[src/rtl/dma_pkg.sv]
// Shared types for the DMA priority arbiter: FSM states, channel index type
// and the channel-count constant.
package dma_pkg;

  localparam int NUM_CHANNELS = 4;

  typedef logic [1:0] channel_t;

  typedef enum logic [1:0] {
    IDLE     = 2'd0,
    HOLD_REQ = 2'd1,
    GRANT    = 2'd2,
    RELEASE  = 2'd3
  } dma_state_t;

  function automatic logic [NUM_CHANNELS-1:0] chan_onehot(input channel_t ch);
    logic [NUM_CHANNELS-1:0] oh;
    oh = '0;
    oh[ch] = 1'b1;
    return oh;
  endfunction

endpackage

[src/rtl/dma_rotate_encoder.sv]
// Combinational winner selection: fixed order (channel 0 first) or rotating
// order starting at ptr.
module dma_rotate_encoder
  import dma_pkg::*;
(
  input  logic [NUM_CHANNELS-1:0] req,
  input  channel_t                ptr,
  input  logic                    rotate,
  output channel_t                winner,
  output logic                    any
);

  channel_t base;
  channel_t idx;

  // Scan from lowest priority to highest so the last hit is the winner.
  always_comb begin
    winner = '0;
    any    = 1'b0;
    idx    = '0;
    base   = rotate ? ptr : channel_t'(0);
    for (int i = NUM_CHANNELS - 1; i >= 0; i--) begin
      idx = base + channel_t'(i);
      if (req[idx]) begin
        winner = idx;
        any    = 1'b1;
      end
    end
  end

endmodule

[src/rtl/dma_priority_arbiter.sv]
// DMA channel arbiter: normalises requests, negotiates the bus hold with the
// CPU, grants one channel at a time and tracks the rotating priority pointer.
module dma_priority_arbiter
  import dma_pkg::*;
(
  input  logic                    CLOCK,
  input  logic                    RESET,
  input  logic                    MasterClear,
  input  logic [NUM_CHANNELS-1:0] DREQ,
  input  logic [NUM_CHANNELS-1:0] REQUEST,
  input  logic [NUM_CHANNELS-1:0] MASK,
  input  logic                    CMD_DISABLE,
  input  logic                    CMD_ROTATE,
  input  logic                    CMD_DREQ_LOW,
  input  logic                    CMD_DACK_HIGH,
  input  logic                    HLDA,
  input  logic                    ServiceDone,
  output logic                    HRQ,
  output logic [NUM_CHANNELS-1:0] DACK,
  output logic [NUM_CHANNELS-1:0] DMA_Req,
  output channel_t                ActiveChannel,
  output logic                    ChannelValid
);

  dma_state_t              state;
  channel_t                rot_ptr;
  channel_t                winner;
  logic                    any_req;
  logic [NUM_CHANNELS-1:0] eff_req;
  logic [NUM_CHANNELS-1:0] dack_act;

  // Software requests bypass the mask; hardware requests are polarity-corrected first.
  assign eff_req = ((DREQ ^ {NUM_CHANNELS{CMD_DREQ_LOW}}) & ~MASK) | REQUEST;

  dma_rotate_encoder u_enc (
    .req    (DMA_Req),
    .ptr    (rot_ptr),
    .rotate (CMD_ROTATE),
    .winner (winner),
    .any    (any_req)
  );

  // Acknowledge is held internally active-high and inverted at the pin when needed.
  assign DACK = dack_act ^ {NUM_CHANNELS{~CMD_DACK_HIGH}};

  always_ff @(posedge CLOCK or posedge RESET) begin
    if (RESET) begin
      DMA_Req <= '0;
    end else if (MasterClear) begin
      DMA_Req <= '0;
    end else begin
      DMA_Req <= eff_req;
    end
  end

  always_ff @(posedge CLOCK or posedge RESET) begin
    if (RESET) begin
      state         <= IDLE;
      HRQ           <= 1'b0;
      dack_act      <= '0;
      ActiveChannel <= '0;
      ChannelValid  <= 1'b0;
      rot_ptr       <= '0;
    end else if (MasterClear) begin
      state         <= IDLE;
      HRQ           <= 1'b0;
      dack_act      <= '0;
      ActiveChannel <= '0;
      ChannelValid  <= 1'b0;
      rot_ptr       <= '0;
    end else begin
      case (state)
        IDLE: begin
          if (any_req && !CMD_DISABLE) begin
            state <= HOLD_REQ;
            HRQ   <= 1'b1;
          end
        end
        HOLD_REQ: begin
          if (!any_req || CMD_DISABLE) begin
            state <= IDLE;
            HRQ   <= 1'b0;
          end else if (HLDA) begin
            state         <= GRANT;
            ActiveChannel <= winner;
            dack_act      <= chan_onehot(winner);
            ChannelValid  <= 1'b1;
          end
        end
        GRANT: begin
          if (ServiceDone) begin
            state        <= RELEASE;
            HRQ          <= 1'b0;
            dack_act     <= '0;
            ChannelValid <= 1'b0;
            rot_ptr      <= ActiveChannel + channel_t'(1);
          end else if (!HLDA) begin
            // CPU reclaimed the bus: abandon the service without touching priority.
            state        <= IDLE;
            HRQ          <= 1'b0;
            dack_act     <= '0;
            ChannelValid <= 1'b0;
          end
        end
        RELEASE: begin
          state <= IDLE;
        end
        default: begin
          state        <= IDLE;
          HRQ          <= 1'b0;
          dack_act     <= '0;
          ChannelValid <= 1'b0;
        end
      endcase
    end
  end

endmodule

[config.mk]
export PLATFORM = sky130hd
export DESIGN_NAME = dma_priority_arbiter
export DESIGN_NICKNAME = d
export VERILOG_FILES = /design/src/rtl/dma_pkg.sv /design/src/rtl/dma_rotate_encoder.sv /design/src/rtl/dma_priority_arbiter.sv
export SDC_FILE = /design/constraint.sdc
export NUM_CORES = 1
export LEC_CHECK = 0
export ABC_AREA = 1
export CAP_MARGIN = 10
export CORE_MARGIN = 3
export CORE_UTILIZATION = 42
export CTS_CLUSTER_DIAMETER = 100
export DETAILED_ROUTE_END_ITERATION = 10
export PLACE_DENSITY = 0.85
export SETUP_SLACK_MARGIN = 0.1
export SLEW_MARGIN = 10
export SYNTH_ARGS = -nofsm -noshare
export SYNTH_HDL_FRONTEND = slang
export SYNTH_SLANG_ARGS = --single-unit
[constraint.sdc]
create_clock -name CLOCK -period 1.4 [get_ports CLOCK]
set_clock_uncertainty 0.1 [all_clocks]
set_input_delay 0.21 -clock CLOCK [delete_from_list [all_inputs] [get_ports CLOCK]]
set_output_delay 0.21 -clock CLOCK [all_outputs]
set_load 0.02 [all_outputs]
==> impl_metrics.toml <==
[routing]
viasPerCell = 5.50
vias = 1381
final_antenna_net_count = 0
firstDrtPassIters = 4
wl_per_cell_um = 16.6
drc = 0
drt-total-wl_um = 4180
drtIter0Drc = 51

[sta]
fin_crit_ns = 1.60
slew_violations = 0
holdWs_ns = 0.144
finalCritPeriodShare_pct = 114
max-slew-margin-rel_pct = 81.3
setup_ws_ns = -0.198
hold_viol_final = 0
rsz0062_at_grt = "true"
fmax_mhz = 626
tightest_slew_ns = 0.280
setup_viol = 11

[floorplanning]
die_area_sq_um = 3380
rows = 18
start_util_pct = 45.3
die_h_um = 58.2
fp.coreArea_sq_um = 2520
die_w_um = 58.2
io_pins = 33

[global_route]
groute.usage.overall_pct = 23.0
grt_pass1_vias = 1378
grt_max_degree = 17
antenna_found_initial = 0
gr-total-overflow = 0
grt_pass1_wl_um = 6040

[cts]
cts.path.max_buffers = 2
clock-sinks = 16
h-tree-depth = 1
clock_insertion_delay_worst_skew_ns = 0.30
root_buffer = "clkbuf_4"
hold_buffers = 0
numCtsBuffers = 3
clk_pin_slew_ns = 0.11
cts_tree = "yes"

[critical_path]
critPathKind = "register to register"
path_cells = "inv_1 > nand3_1 > nand2_1 > nand2_2 > nand2_1 > inv_1 > nand2_1 > nand2_2 > nand2_1 > nand2_2 > nand3_2 > nand2_1"
end_kind = "register"
r2r_start = "rot_ptr[1]"
critPathMaxStageDelay_ns = 0.46
cp_common_cell = "nand2_1"
worst_path_max_delay_cell = "dfrtp_1"
worstPathMaxFanout = 4
crit_arrival_ns = 1.71
start_kind = "register"
crit_start = "rot_ptr[1]"
critical_path_required_ns = 1.51

[placement]
pre_cts_slack_ns = -0.517
dp.cells = 237
io_buffers = 32
gp_congestion = 0.847
hpwl_um = 2390

[worst_hold_path]
holdCritPathClass = "input port to async pin"

[yosys]
avgSynthCellArea_sq_um = 7.15
ys_warn_count = 0
yosys_most_used_dff = "dfrtp_1"
synth_common_cells = "nand2_1 (41), inv_1 (22), nand3_1 (17)"
synth_top_area_share_pct = 35.0
synthesis.area_sq_um = 1140
ys_types = 25
yosysSeqAreaShare_pct = 35.0
synth.most_common_cell = "nand2_1"
syn_nets = 184
synthTopCellsByArea = "dfrtp_1 (35%), nand2_1 (13%), nand3_1 (7.4%)"
async_reset_ff_share_pct = 100
ys_seq_elements = 16
synth_top_area_cell = "dfrtp_1"
synth_cells = 160
synth_edf_count = 0

[job]
drv_cap = 0

[power]
power_mw = 1.77
cellPowerDensity_nw_per_um2 = 871
total_leakage_power_nw = 0.957
ir_drop_mv = 0.993

[layout]
fin_util_pct = 80.7
instances_no_fill = 251
drive_gt1_share_pct = 52.9
area_growth_syn_to_layout_pct = 77.9
diodes = 0
finalNetCount = 246

[run_status]
violations = "setup timing"
status = "complete, but fails checks"
-- final cells by class --
type	instances	area, sq um
inverter	24	100
sequential	16	407
multi-input combinational	115	890
fill	138	488
tap	30	37.5
timing repair buffer	62	564
clock buffer	4	36.3
-- placed cells by master, fill, tap and decap left out, types with 3 or more instances in the layout --
cell type,n
a21oi_2,3
buf_2,4
buf_4,28
buf_6,4
clkbuf_4,3
clkdlybuf4s15_2,3
clkdlybuf4s50_1,18
dfrtp_1,11
dfrtp_2,5
ha_4,3
inv_1,11
inv_2,10
nand2_1,26
nand2_2,16
nand2_4,5
nand3_1,9
nand3_2,9
nor2_1,6
nor2_2,3
nor2_4,5
o21a_1,4
xnor2_1,7
-- routing by layer --
metal  GRT usage, %  wire, um  vias up
li1               -         -      630
met5              0         0        -
met3           3.56       198       24
met2           44.7      2250       61
met4           10.9       223        0
met1           23.6      1510      666
-- critical path: cells and delay by family (launching register included) --
family        cells  cell delay, ns
simple gates     10            0.79
flops             1            0.46
buf+inv           2            0.17
-- sequential cells by signal, indices dropped and copies added, names as in the netlist --
| signal | flops |
|---|---|
| dack_act | 4 |
| ChannelValid | 1 |
| HRQ | 1 |
| DMA_Req | 4 |
| ActiveChannel | 2 |
| rot_ptr | 2 |
| state | 2 |
-- through the flow --
step / instance area [sq um] / TNS, ns
after floorplan: 1200 / 0
after global routing: 2030 / -2.04
after detailed placement: 1680 / -5.80
after CTS: 1950 / -0.500
after global placement: 1680 / -5.04
final: 2030 / -1.33
-- path summary, 6_finish.rpt --
path / slack (ns) / end / cells after the start
min in group CLOCK: 0.41 / DMA_Req[2] / 2
min reg2reg: 0.42 / ChannelValid / 2
max reg2reg: -0.20 / dack_act[0] / 12
min: 0.14 / HRQ / 3
max in group asynchronous: 0.85 / DMA_Req[0] / 3
max: -0.20 / dack_act[0] / 12
-- power by group --
part | internal [mW] | switching [mW]
combinational | 0.406 | 0.471
sequential | 0.514 | 0.0513
clock | 0.159 | 0.172
total | 1.08 | 0.694
-- cell families (layout without fill, tap and decap cells) --
kind of cell / after synthesis / after routing / synth area share, %
simple gates: 85 / 85 / 33.9
buf+inv: 29 / 90 / 11.2
compound gates: 18 / 18 / 9.74
flops: 16 / 16 / 35.0
xor+xnor: 9 / 9 / 6.89
fa+ha+maj: 3 / 3 / 3.28
-- what timing repair did --
item                                    in CTS  in global routing
buffers inserted                             4                  5
cloned                                       1                  0
pin swaps                                   23                  9
gates resized for setup                     91                 25
endpoints found under the hold margin        0                  0
endpoints found under the setup margin      24                 23
(Power assumes the default switching activity.)
